## src/rtl/cpu_pkg.sv

```systemverilog
//==============================================================================
// Module   : cpu_pkg
// Brief    : Shared types and defaults for the 8-bit mini CPU sequencer.
// Revision : 1.0 - initial release
//==============================================================================
`default_nettype none

package cpu_pkg;

    localparam int c_rom_size  = 8;
    localparam int c_word_size = 8;

    typedef logic [c_word_size-1:0] word_t;

    typedef enum logic [1:0] {
        ALU_MOV = 2'd0,
        ALU_ADD = 2'd1,
        ALU_XOR = 2'd2,
        ALU_AND = 2'd3
    } alu_op_t;

    // V0/V1 are read-only constants; writes to them are discarded.
    typedef enum logic [2:0] {
        REG_RA = 3'd0,
        REG_R0 = 3'd1,
        REG_R1 = 3'd2,
        REG_R2 = 3'd3,
        REG_P0 = 3'd4,
        REG_P1 = 3'd5,
        REG_V0 = 3'd6,
        REG_V1 = 3'd7
    } register_name_t;

    typedef struct packed {
        logic if_flag;
        logic if_not_flag;
        logic set_flag;
    } exec_opts_t;

    typedef struct packed {
        exec_opts_t     exec;
        alu_op_t        op;
        register_name_t r;
        register_name_t write_to;
    } instruction_t;

    typedef enum logic [1:0] {
        FETCH = 2'd0,
        READ  = 2'd1,
        EXEC  = 2'd2,
        WB    = 2'd3
    } cpu_seq_state_t;

    function automatic logic is_const_reg(input register_name_t name);
        return (name == REG_V0) || (name == REG_V1);
    endfunction

endpackage

`default_nettype wire

```

## src/rtl/cpu_cond_eval.sv

```systemverilog
//==============================================================================
// Module   : cpu_cond_eval
// Brief    : Combinational skip decision from exec options and condition flag.
// Revision : 1.0 - initial release
//==============================================================================
`default_nettype none

module cpu_cond_eval
    import cpu_pkg::*;
(
    input  exec_opts_t exec,
    input  logic       flag,
    output logic       skip
);

    // Both qualifiers set can never be satisfied, so it always skips.
    assign skip = (exec.if_flag && !flag) || (exec.if_not_flag && flag);

endmodule

`default_nettype wire

```

## src/rtl/cpu_sequencer.sv

```systemverilog
//==============================================================================
// Module   : cpu_sequencer
// Brief    : Multi-cycle FETCH/READ/EXEC/WB control FSM for the mini CPU.
//            Optional CPU_SEQ_STEP_EN adds a single-step input gating FETCH.
// Revision : 1.0 - initial release
//==============================================================================
`default_nettype none

module cpu_sequencer
    import cpu_pkg::*;
#(
    parameter  int ROM_SIZE  = c_rom_size,
    parameter  int WORD_SIZE = c_word_size,
    localparam int PCW       = $clog2(ROM_SIZE)
) (
    input  logic                 clk,
    input  logic                 rst,
`ifdef CPU_SEQ_STEP_EN
    input  logic                 step,
`endif
    output logic [PCW-1:0]       rom_addr,
    input  logic [10:0]          rom_data,
    output logic [2:0]           rd_sel,
    output logic                 rd_en,
    input  logic                 rd_ready,
    output logic [1:0]           alu_op,
    output logic                 alu_start,
    input  logic                 alu_flag,
    output logic [2:0]           wr_sel,
    output logic                 wr_en,
    input  logic                 wr_done,
    output logic                 flag,
    output logic [WORD_SIZE-1:0] retired
);

    cpu_seq_state_t       r_state;
    cpu_seq_state_t       w_next_state;
    logic [PCW-1:0]       r_pc;
    instruction_t         r_ir;
    logic                 r_flag;
    logic                 r_wb_first;
    logic [WORD_SIZE-1:0] r_retired;

    instruction_t w_instr;
    logic         w_skip;
    logic         w_go;
    logic         w_const_dst;
    logic         w_wb_done;
    logic         w_pc_adv;
    logic         w_ir_load;
    logic         w_retire;
    logic         w_flag_load;
    logic         w_unused_exec;

    assign w_instr = instruction_t'(rom_data);

`ifdef CPU_SEQ_STEP_EN
    assign w_go = step;
`else
    assign w_go = 1'b1;
`endif

    cpu_cond_eval u_cond_eval (
        .exec (w_instr.exec),
        .flag (r_flag),
        .skip (w_skip)
    );

    assign w_const_dst = is_const_reg(r_ir.write_to);
    assign w_wb_done   = w_const_dst || wr_done;

    // Qualifiers are consumed in FETCH; only set_flag matters afterwards.
    assign w_unused_exec = r_ir.exec.if_flag ^ r_ir.exec.if_not_flag;

    always_ff @(posedge clk) begin
        if (rst) begin
            r_state <= FETCH;
        end else begin
            r_state <= w_next_state;
        end
    end

    always_comb begin
        w_next_state = r_state;
        case (r_state)
            FETCH:   if (w_go && !w_skip) w_next_state = READ;
            READ:    if (rd_ready)        w_next_state = EXEC;
            EXEC:                         w_next_state = WB;
            WB:      if (w_wb_done)       w_next_state = FETCH;
            default:                      w_next_state = FETCH;
        endcase
    end

    always_comb begin
        rd_en       = 1'b0;
        alu_start   = 1'b0;
        wr_en       = 1'b0;
        w_pc_adv    = 1'b0;
        w_ir_load   = 1'b0;
        w_retire    = 1'b0;
        w_flag_load = 1'b0;
        case (r_state)
            FETCH: begin
                w_pc_adv  = w_go && w_skip;
                w_ir_load = w_go && !w_skip;
            end
            READ:  rd_en     = 1'b1;
            EXEC:  alu_start = 1'b1;
            WB: begin
                wr_en       = !w_const_dst;
                w_pc_adv    = w_wb_done;
                w_retire    = w_wb_done;
                w_flag_load = r_wb_first && r_ir.exec.set_flag;
            end
            default: ;
        endcase
    end

    always_ff @(posedge clk) begin
        if (rst) begin
            r_pc       <= '0;
            r_ir       <= '0;
            r_flag     <= 1'b0;
            r_wb_first <= 1'b0;
            r_retired  <= '0;
        end else begin
            r_wb_first <= (r_state == EXEC);
            if (w_ir_load) begin
                r_ir <= w_instr;
            end
            if (w_pc_adv) begin
                r_pc <= (r_pc == PCW'(ROM_SIZE - 1)) ? '0 : r_pc + 1'b1;
            end
            if (w_flag_load) begin
                r_flag <= alu_flag;
            end
            if (w_retire) begin
                r_retired <= r_retired + 1'b1;
            end
        end
    end

    assign rom_addr = r_pc;
    assign rd_sel   = r_ir.r;
    assign wr_sel   = r_ir.write_to;
    assign alu_op   = r_ir.op;
    assign flag     = r_flag;
    assign retired  = r_retired;

endmodule

`default_nettype wire

```

## config.mk

```make
export PLATFORM = sky130hd
export DESIGN_NAME = cpu_sequencer
export DESIGN_NICKNAME = d
export VERILOG_FILES = /design/src/rtl/cpu_pkg.sv /design/src/rtl/cpu_cond_eval.sv /design/src/rtl/cpu_sequencer.sv
export SDC_FILE = /design/constraint.sdc
export NUM_CORES = 1
export LEC_CHECK = 0
export BUFFER_PORTS_ARGS = -buffer_cell sky130_fd_sc_hd__buf_2
export CAP_MARGIN = 20
export CORE_MARGIN = 4
export CORE_UTILIZATION = 49
export DETAILED_ROUTE_END_ITERATION = 16
export PLACE_DENSITY = 0.88
export SLEW_MARGIN = 20
export SYNTH_ARGS = -nofsm -noshare
export SYNTH_HDL_FRONTEND = slang
export SYNTH_SLANG_ARGS = --single-unit
```

## constraint.sdc

```tcl
create_clock -name clk -period 2.05 [get_ports clk]
set_clock_uncertainty 0.2 [all_clocks]
set_input_delay 0.1025 -clock clk [delete_from_list [all_inputs] [get_ports clk]]
set_output_delay 0.1025 -clock clk [all_outputs]
set_load 0.01 [all_outputs]
```

==> reports/metrics.yaml, run 1 <==
diodes: 0
detail-route-antenna-nets: 0
rsz0062_at_grt: "false"
critPathTopFamily: "simple AND/OR/NAND/NOR gates"
synthAdderAreaFrac_pct: 7.22
fin_crit_ns: 1.94
wl_per_cell_um: 15.4
finalWeightedCongestion: 0.797
cts_tree: "done"
cp.required_ns: 2.11
muxShareOfSynthArea_pct: 8.35
peakVddDrop_mv: 0.640
synth_edf_count: 0
clkLatencyLatePin_ns: 0.32
crit_path_cell_trace: "ha_1 -> nand4_1 -> or4_1 -> a21oi_1"
die_area_sq_um: 3340
vias: 1190
path_clk_slew_ns: 0.14
syn_nets: 159
yosysTopAreaCell: "dfxtp_1"
track_usage_pct: 20.0
yosys_most_used_dff: "dfxtp_1"
netlist_area_sq_um: 1210
layout.nets: 203
ys_warn_count: 0
whs_path_depth: 4
p_per_area_nw_per_um2: 935
row_count: 17
cts_max_level: 1
pin_count: 39
min_path_type: "input pin to flip-flop"
start_kind: "flip-flop"
viasPerCell: 5.75
area_growth_syn_to_layout_pct: 26.1
final_cells: 207
dr.first_iter.drc_count: 31
cts_sinks: 24
endpoint_kind: "flip-flop"
grt_max_degree: 31
drive_above_1_share_pct: 27.9
synthTopCellsByCount: "dfxtp_1 (24), a21oi_1 (17), o21ai_0 (13)"
synth_top_cell_area_share_pct: 39.6
reg2regPathDepth: 4
timing_worst_setup_path_type: "flip-flop to flip-flop"
slowest_stage: "or4_1"
ctsResizeCount: 0
synth_cell_types: 28
dr.pass1.iters: 4
grt_pass1_wl_um: 5240
fillers: 177
async_flop_share_pct: 0
max_freq_mhz: 516
avgSynthCellArea_sq_um: 8.92
hold_buffers: 11
grt_antenna_before_repair: 0
die_x_um: 57.8
seq_area_frac_synth_pct: 39.6
setup_viol_count_final: 0
crit_cells: 4
synth_simple_gate_area_share_pct: 17.7
critical-path-max-stage-delay_ns: 0.53
root_buffer: "clkbuf_4"
cp_max_fo: 8
synthXorXnorAreaFrac_pct: 0
yosysMostFrequentCell: "dfxtp_1"
post-route-period-util_pct: 94.5
finalWirelength_um: 3180
post_cts_buffers: 0
drc: 0
fin_setup_tns_ns: 0
core_area_sq_um: 2280
status: "finished clean"
ys_ff_latch: 24
drv_cap: 0
crit_buf_inv: 0
synth_compound_area_share_pct: 18.2
die_h_um: 57.8
slew_headroom_pct: 65.2
dpl.hpwl_um: 2060
portBuffers: 38
cellLeakagePower_uw: 0.000697
start_util_pct: 53.3
slew_viol_final: 0
synth_top_family_by_area: "compound AO/OA/AOI/OAI gates"
grt_pass1_vias: 1182
dp_cells: 192
synth_area_leaders: "dfxtp_1 (40%), ha_1 (7.2%), a21oi_1 (7.0%), o21ai_0 (5.4%), nand3_1 (4.9%)"
overflow: 0
cts_inserted_buffers: 3
synth_cells: 136
cts.path.max_buffers: 2
tightest_slew_ns: 0.522
timing_hold_violations_final: 0
arrival_ns: 2.00
layer usage:
metal	track usage [%]	vias to the layer above	share of wire (%)
met4	9.60	0	2.8
met5	0	-	0
met2	36.6	50	52
li1	-	569	-
met3	3.79	12	6.6
met1	21.8	559	38
power by group:
part	leakage, uW	switching (uW)	internal (uW)	total [uW]
Sequential	0.000195	61.7	539	601
Clock	0.0000210	149	109	258
Combinational	0.000481	319	253	572
path summary, 6_finish.rpt:
kind                            from                       to  slack (ns)
max reg2reg  r_state[0]$_SDFFE_PP0P_  retired[5]$_SDFFE_PP0P_        0.11
max          r_state[0]$_SDFFE_PP0P_  retired[5]$_SDFFE_PP0P_        0.11
min                          wr_done  retired[1]$_SDFFE_PP0P_        0.02
min reg2reg   wr_sel[0]$_SDFFE_PP0P_   wr_sel[0]$_SDFFE_PP0P_        0.29
cell type report:
| type | instances | area [sq um] | share of cell area (%) |
|---|---|---|---|
| multi-input cells | 92 | 626 | 40.9 |
| clock buffers | 4 | 36.3 | 2.37 |
| flip-flops and latches | 24 | 480 | 31.4 |
| inverters | 6 | 22.5 | 1.47 |
| repair buffers | 53 | 330 | 21.6 |
| well taps | 28 | 35.0 | 2.29 |
metrics by stage:
step | utilization [%] | cell area (sq um) | setup slack, ns | hold WS [ns] | total power [uW]
2_1_floorplan | - | 1210 | 0.271 | 0.0464 | 993
3_3_place_gp | 60.8 | 1380 | 0.278 | 0.140 | 1110
3_5_place_dp | 60.8 | 1380 | 0.150 | 0.150 | 1150
4_1_cts | 67.2 | 1530 | 0.142 | 0.00795 | 1420
5_1_grt | 67.2 | 1530 | 0.000602 | 0.0452 | 1520
6_report | 67.2 | 1530 | 0.112 | 0.0152 | 1430
worst register-to-register path, stage by stage (launching register included):
cell     delay, ns
dfxtp_1       0.42
ha_1          0.32
nand4_1       0.26
or4_1         0.53
a21oi_1       0.15
cell families after synthesis:
family	after synthesis
simple gates	38
fa+ha+maj	7
buf+inv	20
compound gates	38
mux	9
flops	24
sequential cells by signal, summed over array words and instances (netlist names):
name / count
alu_op: 2
r_wb_first: 1
rom_addr: 3
rd_sel: 3
r_ir: 1
r_state: 2
retired: 8
wr_sel: 3
flag: 1
placed cells by master, fill, tap and decap left out, types with 2 or more instances in the layout:
cell	count
a21oi_1	17
buf_2	38
dfxtp_1	24
or4_1	3
or3_1	3
ha_1	7
clkbuf_4	3
inv_1	6
buf_4	4
nor2b_1	3
o21ai_0	13
nand2_1	2
o31ai_1	3
mux2i_1	5
dlygate4sd3_1	11
nand3_1	12
nand2b_1	8
nor2_1	2
nand4_1	4
No activity file was read; power rests on OpenSTA's default activity.
==> run 2: changes to the inputs <==
PLACE_DENSITY = 0.75   (was 0.88)
==> run 2 against run 1 <==
  * Combinational power fell by 3%
  * Sequential power shrank 0.8%
  * Non-clock buffer count down 1
  * Utilization decreased by 0.44 points
  * Routed wire length down 13%
  * Clock power decreased by 3%
  * Critical path depth unchanged
==> reports/metrics.yaml, run 2 (synthesis results as in run 1) <==
die_area_sq_um: 3340
endpoint_kind: "flip-flop"
cts_inserted_buffers: 3
fin_crit_ns: 1.88
clkLatencyLatePin_ns: 0.31
p_seq_share_pct: 42.5
cts_max_level: 1
arrival_ns: 1.93
cts_sinks: 24
fin_setup_tns_ns: 0
row_count: 17
utilization_pct: 66.8
peakVddDrop_mv: 0.727
grt_pass1_vias: 1101
final_cells: 206
post-route-period-util_pct: 91.6
setup_viol_count_final: 0
slew_viol_final: 0
cts_tree: "done"
finalWirelength_um: 2780
drc: 0
post_cts_buffers: 0
hold_buffers: 10
start_util_pct: 53.3
drv_cap: 0
diodes: 0
die_x_um: 57.8
portBuffers: 38
max_freq_mhz: 532
wl_per_cell_um: 13.5
ctsResizeCount: 0
slew_headroom_pct: 66.0
detail-route-antenna-nets: 0
layout.nets: 202
dr.first_iter.drc_count: 41
cp_max_fo: 8
cts.path.max_buffers: 2
core_area_sq_um: 2280
die_h_um: 57.8
switchingPower_uw: 503
vias: 1118
root_buffer: "clkbuf_4"
dpl.hpwl_um: 1960
min_path_type: "input pin to flip-flop"
rsz0062_at_grt: "false"
cellLeakagePower_uw: 0.000693
internal_power_uw: 898
timing_worst_setup_path_type: "flip-flop to flip-flop"
r2r_setup_slack_ns: 0.17
finalWeightedCongestion: 0.767
grt_antenna_before_repair: 0
grt_pass1_wl_um: 4690
grt_max_degree: 31
fin_hold_ws_ns: 0.0111
dp_cells: 192
track_usage_pct: 17.1
overflow: 0
final_common_cell: "buf_2"
path_clk_slew_ns: 0.14
clockPowerShare_pct: 17.9
timing_hold_violations_final: 0
start_kind: "flip-flop"
final_cell_mix: "buf_2 (38), dfxtp_1 (24), a21oi_1 (17), o21ai_0 (13), nand3_1 (12)"
status: "finished clean"
swShare_pct: 35.9
pin_count: 39
viasPerCell: 5.43
area_growth_syn_to_layout_pct: 25.3
p_comb_share_pct: 39.5
fillers: 193
largest_reg_flops: 8
drive_above_1_share_pct: 28.1
cp.required_ns: 2.10
dr.pass1.iters: 5
tightest_slew_ns: 0.511
p_per_area_nw_per_um2: 921
run 2: cell count changes in the layout (fill, tap and decap cells not counted), sizes merged:
cell,before,now
dlygate4sd3,11,10
run 2: routing by layer:
layer  vias to the layer above  wire length [um]  GRT usage, %  share of wire (%)
met4                         0                36          5.30                1.3
met1                       521              1270          21.6                 46
met3                         4               125          2.90                4.5
met2                        30              1350          29.5                 49
li1                        563                 -             -                  -
met5                         -                 0             0                  0
run 2: critical path, cell delays in order, from the launching register on:
cell	delay (ns)
dfxtp_1	0.41
ha_1	0.31
nand4_1	0.25
or4_1	0.52
a21oi_1	0.14
run 2: layout make-up:
cell class	instances	area (sq um)	share of cell area [%]
inverter	6	22.5	1.48
tap	28	35.0	2.30
sequential	24	480	31.6
timing repair buffer	52	320	21.1
clock buffer	4	36.3	2.39
multi-input combinational	92	626	41.2
run 2: power groups by stage:
stage	Combinational, uW	Sequential [uW]	Clock, uW
final	554	596	251
after global routing	619	606	278
after CTS	558	596	261
after detailed placement	541	607	0
after global placement	524	600	0
after floorplan	392	601	0
run 2: final timing paths:
| path | from | to | cells after the start |
|---|---|---|---|
| setup / recovery | r_state[0]$_SDFFE_PP0P_ | retired[7]$_SDFFE_PP0P_ | 4 |
| hold reg to reg | alu_op[0]$_SDFFE_PP0P_ | alu_op[0]$_SDFFE_PP0P_ | 2 |
| setup reg to reg | r_state[0]$_SDFFE_PP0P_ | retired[7]$_SDFFE_PP0P_ | 4 |
| hold / removal | rd_ready | r_state[0]$_SDFFE_PP0P_ | 4 |
run 2: through the flow:
step / instance area, sq um / power [uW] / setup WS, ns
floorplan: 1210 / 993 / 0.271
global placement: 1380 / 1120 / 0.259
detailed placement: 1380 / 1150 / 0.192
CTS: 1520 / 1420 / 0.158
global route: 1520 / 1500 / 0.0225
finish: 1520 / 1400 / 0.171
==> run 3: changes to the inputs <==
==> constraint.sdc (replaced) <==
create_clock -name clk -period 2.05 [get_ports clk]
set_clock_uncertainty 0.2 [all_clocks]
set_input_delay 0.41 -clock clk [delete_from_list [all_inputs] [get_ports clk]]
set_output_delay 0.41 -clock clk [all_outputs]
set_load 0.01 [all_outputs]
==> run 3 against run 2 <==
  * Sequential share of layout area grew 2.1 points
  * Clock power shrank 20%
  * Critical path depth shrank 1
  * First-iteration DRC count shrank 29%
  * Utilization shrank 4.1 points
  * Critical endpoint is now wr_en
  * Routed wire length shrank 3.4%
  * Largest power group unchanged
  * Sequential power grew 2%
  * Maximum frequency shrank 4.6%
==> reports/metrics.yaml, run 3 (synthesis results as in run 1) <==
dr.pass1.iters: 4
track_usage_pct: 17.0
root_buffer: "clkbuf_4"
cellLeakagePower_uw: 0.000647
min_path_type: "input pin to flip-flop"
multi_input_area_sq_um: 638
layout.nets: 193
regArea_sq_um: 480
slowest_stage: "dfxtp_1"
dpl.hpwl_um: 2060
crit_path_cell_trace: "ha_4 -> a21boi_1 -> buf_2"
finalWeightedCongestion: 0.815
post_cts_buffers: 0
peakVddDrop_mv: 0.655
crit_buf_inv: 1
path_clk_slew_ns: 0.13
timing_worst_setup_path_type: "flip-flop to output port"
die_h_um: 57.8
status: "finished clean"
diodes: 0
cp.required_ns: 1.44
endpoint_kind: "output port"
p_per_area_nw_per_um2: 949
area_growth_syn_to_layout_pct: 17.5
viasPerCell: 5.58
arrival_ns: 1.36
timing_hold_violations_final: 0
start_kind: "flip-flop"
critPathTopFamily: "flip-flops"
drc: 0
dr.first_iter.drc_count: 29
slew_viol_final: 0
final_cell_mix: "buf_2 (38), dfxtp_1 (24), a21oi_1 (17), o21ai_0 (13), nand3_1 (12)"
detail-route-antenna-nets: 0
reg2regPathDepth: 4
crit_cells: 3
drv_cap: 0
setup_viol_count_final: 0
tightest_slew_ns: 0.509
clkLatencyLatePin_ns: 0.31
max_freq_mhz: 508
post-route-period-util_pct: 96.1
largest_reg_flops: 8
crit_start: "r_state[1]$_SDFFE_PP0P_"
total_power_uw: 1350
rsz0062_at_grt: "false"
drive_above_1_share_pct: 30.4
finalWirelength_um: 2680
fin_hold_ws_ns: 0.135
cts_sinks: 24
overflow: 0
whs_path_depth: 3
r2r_start: "r_state[1]$_SDFFE_PP0P_"
fin_crit_ns: 1.97
final_common_cell: "buf_2"
fin_setup_tns_ns: 0
cts_max_level: 1
grt_pass1_wl_um: 4470
cts.path.max_buffers: 2
cts_inserted_buffers: 3
cp_max_fo: 8
portBuffers: 38
die_x_um: 57.8
grt_max_degree: 17
grt_pass1_vias: 1064
grt_antenna_before_repair: 0
cts_tree: "done"
pin_count: 39
vias: 1094
min_from: "rom_data[0]"
die_area_sq_um: 3340
wl_per_cell_um: 13.7
fillers: 220
critical-path-max-stage-delay_ns: 0.46
start_util_pct: 53.3
core_area_sq_um: 2280
utilization_pct: 62.7
slew_headroom_pct: 66.1
row_count: 17
==> run 3: cell count changes in the layout (fill, tap and decap cells not counted) <==
cell           change
dlygate4sd3_1     -10
ha_4               +1
ha_1               -1
clkbuf_8           -1
buf_4              +1
==> run 3: final cells by class <==
type,instances,share of cell area [%]
clock buffer,3,1.58
inverter,6,1.58
multi-input combinational,92,44.7
sequential,24,33.7
tap,28,2.46
timing repair buffer,43,16.0
==> run 3: routing by layer <==
layer	vias up	part of all wire, %	global-route usage, %
li1	547	-	-
met1	511	42	19.2
met2	34	51	29.4
met3	2	7.0	4.90
met4	0	0.52	7.62
met5	-	0	0
==> run 3: worst register-to-register path, stage by stage, from the launching register on <==
cell	delay (ns)
dfxtp_1	0.46
inv_1	0.11
ha_1	0.34
o32ai_2	0.32
mux2_1	0.36
==> run 3: timing repair <==
| action | CTS | global route |
|---|---|---|
| endpoints found under the setup margin | 1 | 1 |
| gates resized for setup | 1 | 1 |
| gates cloned | 0 | 0 |
| endpoints found under the hold margin | 0 | 0 |
| hold buffers | 0 | 0 |
==> run 3: worst paths after layout <==
kind,endpoint,slack (ns)
worst max-delay path,wr_en,0.08
worst min register to register,rd_sel[2]$_SDFFE_PP0P_,0.29
worst min-delay path,wr_sel[0]$_SDFFE_PP0P_,0.14
worst max register to register,rom_addr[0]$_SDFFE_PP0P_,0.17
==> run 3: per-stage QoR <==
stage,setup WS (ns),instances,cell area (sq um)
2_1_floorplan,0.271,136,1210
3_3_place_gp,0.264,193,1390
3_5_place_dp,0.157,193,1390
4_1_cts,0.0229,196,1420
5_1_grt,0.00528,196,1430
6_report,0.0805,196,1430
==> run 3: power breakdown <==
group          internal (uW)  switching, uW  total (uW)  leakage (uW)
clock                   68.6            134         202     0.0000138
combinational            244            301         545      0.000438
sequential               539           67.8         607      0.000195
